===== src/rtl/ppu_vblank_nmi_gen.sv =====
// ---------------------------------------------------------------------------
// ppu_vblank_nmi_gen
//
// Purpose:
//   PPU-side source of the vertical-blank NMI.
//   - Runs the NTSC dot/scanline timebase.
//   - Holds the PPUCTRL/PPUMASK shadow registers and the PPUSTATUS flags.
//   - Raises a one-clk NMI request at vblank start, or when NMI is enabled
//     while vblank is already set.
//   - Clears the status flags on the pre-render line.
//
// Ports:
//   clk, rst        clock; asynchronous active-high reset
//   dot_en          one-clk PPU dot tick; timebase and flag events advance on it
//   reg_addr        PPU register select (CPU addr[2:0])
//   reg_data_in     CPU write data
//   reg_write_en    register write strobe
//   reg_read_en     register read strobe
//   reg_data_out    registered $2002 read data, valid the clk after the read
//   sprite0_set     sets the sprite-0 hit flag
//   sprite_ovf_set  sets the sprite overflow flag
//   ppu_status      {nmi_req, sprite0, ovf, 5'b0} toward the interrupt handler
//   nmi_req         one-clk NMI request pulse
//   ppuctrl         PPUCTRL shadow
//   ppumask         PPUMASK shadow
//   addr_latch_clr  one-clk pulse clearing the $2005/$2006 write toggle
//   scanline, dot   current raster position
//   frame_odd       toggles at every frame wrap
//
// Configuration macro:
//   ODD_FRAME_SKIP_EN - when defined, odd frames with rendering enabled
//                       (ppumask[3] or ppumask[4]) drop the last pre-render
//                       dot. When undefined every frame has the full length.
// ---------------------------------------------------------------------------
module ppu_vblank_nmi_gen #(
  parameter int DOTS_PER_LINE   = 341,
  parameter int LINES_PER_FRAME = 262,
  parameter int VBLANK_LINE     = 241,
  parameter int PRERENDER_LINE  = 261
) (
  input  logic       clk,
  input  logic       rst,
  input  logic       dot_en,
  input  logic [2:0] reg_addr,
  input  logic [7:0] reg_data_in,
  input  logic       reg_write_en,
  input  logic       reg_read_en,
  output logic [7:0] reg_data_out,
  input  logic       sprite0_set,
  input  logic       sprite_ovf_set,
  output logic [7:0] ppu_status,
  output logic       nmi_req,
  output logic [7:0] ppuctrl,
  output logic [7:0] ppumask,
  output logic       addr_latch_clr,
  output logic [8:0] scanline,
  output logic [8:0] dot,
  output logic       frame_odd
);

  localparam logic [8:0] DOT_LAST  = 9'(DOTS_PER_LINE - 1);
  localparam logic [8:0] LINE_LAST = 9'(LINES_PER_FRAME - 1);
  localparam logic [8:0] LINE_VBL  = 9'(VBLANK_LINE);
  localparam logic [8:0] LINE_PRE  = 9'(PRERENDER_LINE);

  localparam logic [2:0] ADDR_CTRL   = 3'd0;
  localparam logic [2:0] ADDR_MASK   = 3'd1;
  localparam logic [2:0] ADDR_STATUS = 3'd2;

  // Internal flags
  logic vblank;
  logic sprite0;
  logic ovf;

  // Decoded register accesses
  logic status_rd;
  logic ctrl_wr;
  logic mask_wr;

  // Raster events, qualified by dot_en
  logic vbl_evt;
  logic pre_evt;
  logic skip_dot;

  // Next-state values
  logic [8:0] dot_nxt;
  logic [8:0] line_nxt;
  logic       odd_nxt;
  logic       vblank_nxt;
  logic       sprite0_nxt;
  logic       ovf_nxt;
  logic       nmi_nxt;

  assign status_rd = reg_read_en  && (reg_addr == ADDR_STATUS);
  assign ctrl_wr   = reg_write_en && (reg_addr == ADDR_CTRL);
  assign mask_wr   = reg_write_en && (reg_addr == ADDR_MASK);

  assign vbl_evt = dot_en && (scanline == LINE_VBL) && (dot == 9'd1);
  assign pre_evt = dot_en && (scanline == LINE_PRE) && (dot == 9'd1);

  // -------------------------------------------------------------------------
  // Timebase
  // -------------------------------------------------------------------------
  always_comb begin
    // NOTE: every signal assigned in a combinational block gets a default
    // first, so no path leaves it unassigned and no latch is inferred.
    dot_nxt  = dot;
    line_nxt = scanline;
    odd_nxt  = frame_odd;
    skip_dot = 1'b0;
`ifdef ODD_FRAME_SKIP_EN
    // Odd frame with rendering on: the tick at the second-to-last pre-render
    // dot jumps straight to (0,0).
    skip_dot = frame_odd && (ppumask[3] || ppumask[4]) &&
               (scanline == LINE_PRE) && (dot == 9'(DOTS_PER_LINE - 2));
`else
    skip_dot = 1'b0;
`endif
    if (dot_en) begin
      if (skip_dot) begin
        dot_nxt  = 9'd0;
        line_nxt = 9'd0;
        odd_nxt  = ~frame_odd;
      end else if (dot == DOT_LAST) begin
        dot_nxt = 9'd0;
        if (scanline == LINE_LAST) begin
          line_nxt = 9'd0;
          odd_nxt  = ~frame_odd;
        end else begin
          line_nxt = scanline + 9'd1;
        end
      end else begin
        dot_nxt = dot + 9'd1;
      end
    end
  end

  // -------------------------------------------------------------------------
  // Status flags and NMI request
  // -------------------------------------------------------------------------
  always_comb begin
    vblank_nxt  = vblank;
    sprite0_nxt = sprite0;
    ovf_nxt     = ovf;

    if (pre_evt) begin
      // Pre-render clear beats any same-clk sprite flag set.
      vblank_nxt  = 1'b0;
      sprite0_nxt = 1'b0;
      ovf_nxt     = 1'b0;
    end else begin
      // A status read on the vblank-set tick wins: the flag never rises.
      if (status_rd) begin
        vblank_nxt = 1'b0;
      end else if (vbl_evt) begin
        vblank_nxt = 1'b1;
      end
      if (sprite0_set) begin
        sprite0_nxt = 1'b1;
      end
      if (sprite_ovf_set) begin
        ovf_nxt = 1'b1;
      end
    end

    // NMI at vblank start (unless the racing read swallowed it), or when NMI
    // enable rises 0->1 while vblank is already pending. Both sources are
    // single-clk events, so the registered request is always one clk wide.
    nmi_nxt = (vbl_evt && ppuctrl[7] && !status_rd) ||
              (ctrl_wr && !ppuctrl[7] && reg_data_in[7] && vblank);
  end

  // -------------------------------------------------------------------------
  // State registers
  // -------------------------------------------------------------------------
  always_ff @(posedge clk or posedge rst) begin
    if (rst) begin
      dot            <= 9'd0;
      scanline       <= 9'd0;
      frame_odd      <= 1'b0;
      vblank         <= 1'b0;
      sprite0        <= 1'b0;
      ovf            <= 1'b0;
      nmi_req        <= 1'b0;
      addr_latch_clr <= 1'b0;
      reg_data_out   <= 8'h00;
      ppuctrl        <= 8'h00;
      ppumask        <= 8'h00;
    end else begin
      // NOTE: sequential state uses non-blocking assignments so every
      // register samples the pre-edge values of the others.
      dot            <= dot_nxt;
      scanline       <= line_nxt;
      frame_odd      <= odd_nxt;
      vblank         <= vblank_nxt;
      sprite0        <= sprite0_nxt;
      ovf            <= ovf_nxt;
      nmi_req        <= nmi_nxt;
      addr_latch_clr <= status_rd;
      if (status_rd) begin
        reg_data_out <= {vblank, sprite0, ovf, 5'b0_0000};
      end
      if (ctrl_wr) begin
        ppuctrl <= reg_data_in;
      end
      if (mask_wr) begin
        ppumask <= reg_data_in;
      end
    end
  end

  // Bit 7 carries the pulse rather than the vblank level so the handler's
  // level-sensitive latch sees one request per event.
  assign ppu_status = {nmi_req, sprite0, ovf, 5'b0_0000};

endmodule


===== config.mk =====
export PLATFORM = sky130hd
export DESIGN_NAME = ppu_vblank_nmi_gen
export DESIGN_NICKNAME = d
export VERILOG_FILES = /design/src/rtl/ppu_vblank_nmi_gen.sv
export SDC_FILE = /design/constraint.sdc
export NUM_CORES = 1
export LEC_CHECK = 0
export BUFFER_PORTS_ARGS = -buffer_cell sky130_fd_sc_hd__buf_2
export CAP_MARGIN = 10
export CORE_MARGIN = 2
export CORE_UTILIZATION = 50
export CTS_CLUSTER_DIAMETER = 80
export DETAILED_ROUTE_END_ITERATION = 6
export PLACE_DENSITY = 0.8
export SLEW_MARGIN = 20
export SYNTH_ARGS = -nofsm -noshare
export SYNTH_HDL_FRONTEND = slang
export SYNTH_SLANG_ARGS = --single-unit

===== constraint.sdc =====
create_clock -name clk -period 3.75 [get_ports clk]
set_input_delay 0.1875 -clock clk [delete_from_list [all_inputs] [get_ports clk]]
set_output_delay 0.1875 -clock clk [all_outputs]
set_load 0.005 [all_outputs]

==> results.cfg <==
[sta]
fin_crit_sh = 0.499
rsz0062_at_grt = no
period_minus_slack_ps = 1870
fin_ws_ps = 1880
setup_tns_ps = 0
maxSlewHeadroom = 0.329
slew_violations = 0
timing.final.hold_violations = 0
clock_skew_ps = 8.85
worstMarginPinSlew_ps = 1000
finalSetupViolCount = 0
clock.fmax_mhz = 534

[routing]
drt_iter0_drc = 91
drc = 0
vias_per_cell = 5.16
drtAntennaViolNets = 0
routed_wirelength_um = 3840
first_pass_iters = 4
wl_per_cell_um = 13.2
vias = 1502

[logic_synthesis]
synth_commonest_cells = dfrtp_1, mux2_2, nand2_1
synth_cells = 180
yosysSeqAreaShare = 0.521
async_flop_share = 1.00
yosysTopAreaCell = dfrtp_1
ys_ff_latch = 43
synthDistinctLibCells = 37
ys_warn_count = 0
syn_area_per_cell_um2 = 11.5
ys_top_cells_by_area = dfrtp_1, mux2_2, buf_4
synth-compound-area-share = 0.0473
yosysMostFrequentCell = dfrtp_1
synth_top_area_share = 0.521
syn_area_mm2 = 0.00206
synthXorXnorAreaFrac = 0.0424
synth_flop_cell = dfrtp_1
yosys.area_share.simple = 0.178
synthAdderAreaFrac = 0.0303
synth_top_family_by_area = simple AND/OR/NAND/NOR gates
synth-edff-count = 0
muxShareOfSynthArea = 0.104

[finish]
fillers = 344
areaGrowthSynthToFinish_pct = 18.4
fin_cells = 291
nets = 263
drive_gt1_frac = 0.398
fin_util = 0.611
diodes = 0

[critical_path]
cp_max_fo = 5
start_kind = flip-flop
r2r_slack_ps = 1880
crit_path_cell_trace = inv_1 -> ha_1 -> or4b_1 -> or4_4 -> a211oi_2
endpoint_kind = flip-flop
crit_slowest_cell = or4_4
timing.rr.start = scanline[1]
cp_data_required_time_ps = 3970
r2r_cells = 5
max_stage_delay_ps = 500
criticalPathCategory = flip-flop to flip-flop
arrival_ps = 2090
startpoint = scanline[1]
crit_end = vblank
reg2reg_to = vblank

[clock_tree]
cts_root_buf = clkbuf_8
cts_tree = yes
postCtsSetupRepairBufs = 0
cts_resized = 0
clkSlewWorstSetupHoldPaths_ps = 90
h-tree-depth = 2
cts_made_buffers = 5
cts_sinks = 43
hold_buffers = 0
cts_buffer_depth = 2
clk_latency_ps = 300

[global_routing]
met2_usage = 0.286
grt.total_usage = 0.178
grt_max_degree = 44
gr-usage-met3 = 0.0477
busiest_layer = met2
met1_usage = 0.226
antenna_found_initial = 0
overflow = 0
first_global_vias = 1362
grt_pass1_wl_um = 6090

[power]
pwr-share-seq = 0.538
p_leak_nw = 1.17
power.total_mw = 1.12
internal-power_uw = 784
swShare = 0.302
pwr-share-clk = 0.268
powerDensity_mw_per_mm2 = 460
switchingPower_uw = 340
irDropWorstVdd_mv = 0.296
pwr-share-comb = 0.194

[die]
die_h_um = 68.3
row_count = 23
initial_core_util = 0.516
die_w_um = 68.3
coreArea_mm2 = 0.00400
die_area_mm2 = 0.00466
io_pins = 71

[placed_design]
place_inst = 283
hpwl_um = 2800
preCtsSetupSlack_ps = 1880
io_buffers = 60
gp_congestion = 0.812

[run]
timing.max_cap.violations = 0

[hold_path]
hold_class = primary input to asynchronous set/reset pin

[outcome]
outcome = finished clean
## state kept, by name, summed over array words and instances, names as in the netlist
register        count
scanline            9
dot                 9
nmi_req             1
addr_latch_clr      1
ppuctrl             8
ppumask             8
frame_odd           1
reg_data_out        3
ovf                 1
sprite0             1
vblank              1
## stage by stage
step	instance area (um2)	hold slack [ps]
2_1_floorplan	2100	312
3_3_place_gp	2350	349
3_5_place_dp	2350	353
4_1_cts	2440	25.2
5_1_grt	2440	73.7
6_report	2440	6.10
## layout by cell type, fill, tap and decap left out
cell | Yosys | routed
and3_2 | 1 | 1
a211oi_2 | 1 | 1
ha_1 | 5 | 5
a21o_2 | 1 | 1
inv_1 | 7 | 7
or3_1 | 2 | 2
nand2_1 | 15 | 15
nor4_1 | 1 | 1
nor2_1 | 9 | 9
buf_4 | 14 | 2
o31ai_1 | 1 | 1
dfrtp_1 | 43 | 43
nand4b_1 | 2 | 2
o21ai_1 | 1 | 1
a21oi_1 | 4 | 4
o22ai_1 | 3 | 3
nor3_1 | 4 | 4
xor2_1 | 7 | 7
nand2b_1 | 5 | 5
nor4bb_2 | 0 | 1
clkinvlp_4 | 0 | 2
inv_6 | 0 | 1
and2_1 | 1 | 1
o21ai_0 | 5 | 5
nor4b_1 | 2 | 2
conb_1 | 1 | 10
nand4_1 | 7 | 7
and3_1 | 1 | 1
buf_2 | 2 | 60
clkbuf_8 | 0 | 5
or4_4 | 1 | 1
nor3b_1 | 1 | 1
nor4b_2 | 2 | 2
mux2_2 | 19 | 19
and4_1 | 1 | 1
xnor2_1 | 3 | 3
nand3_1 | 2 | 2
or4b_1 | 1 | 1
nor4bb_1 | 3 | 2
## worst max-delay path, delay by kind of cell (launching register included)
kind                       cells  cell delay (ps)
and+or+nand+nor                2              940
adders and majority gates      1              140
DFF                            1              420
buffers and inverters          1               70
AOI/OAI and AO/OA              1              220
## per-layer routing
metal	wire (um)	share of wire
met1	1820	0.47
met2	1710	0.44
met3	250	0.065
met4	68	0.018
met5	0	0
## worst min-delay path by stage
stage / startpoint / to / cells after the start / slack (ps)
floorplan: sprite0_set / sprite0 / 2 / 310
global placement: rst / dot[8] / 3 / 350
detailed placement: rst / ovf / 3 / 350
CTS: rst / ppuctrl[0] / 3 / 30
global route: rst / dot[8] / 3 / 70
finish: rst / ppuctrl[0] / 3 / 6
## area by class of cell
cell class,count,area [um2],area share
clock buffers,5,68.8,0.0281
inverters,7,26.3,0.0107
multi-input cells,121,872,0.357
clock inverters,3,23.8,0.00972
flip-flops and latches,43,1080,0.440
repair buffers,62,315,0.129
well taps,50,62.6,0.0256
## cell families after synthesis
family                   after synthesis
AND/OR/NAND/NOR                       61
flip-flops                            43
buffers and inverters                 25
multiplexers                          19
AO/OA/AOI/OAI                         16
XOR/XNOR                              10
adder cells (fa/ha/maj)                5
other                                  1
## power groups by stage
| stage | registers (mW) | logic (mW) | clock network (mW) |
|---|---|---|---|
| after CTS | 0.604 | 0.221 | 0.310 |
| after global placement | 0.609 | 0.213 | 0 |
| after floorplan | 0.601 | 0.137 | 0 |
| final | 0.605 | 0.218 | 0.301 |
| after global routing | 0.616 | 0.250 | 0.328 |
| after detailed placement | 0.614 | 0.220 | 0 |
Power figures use the tool's default switching activity.
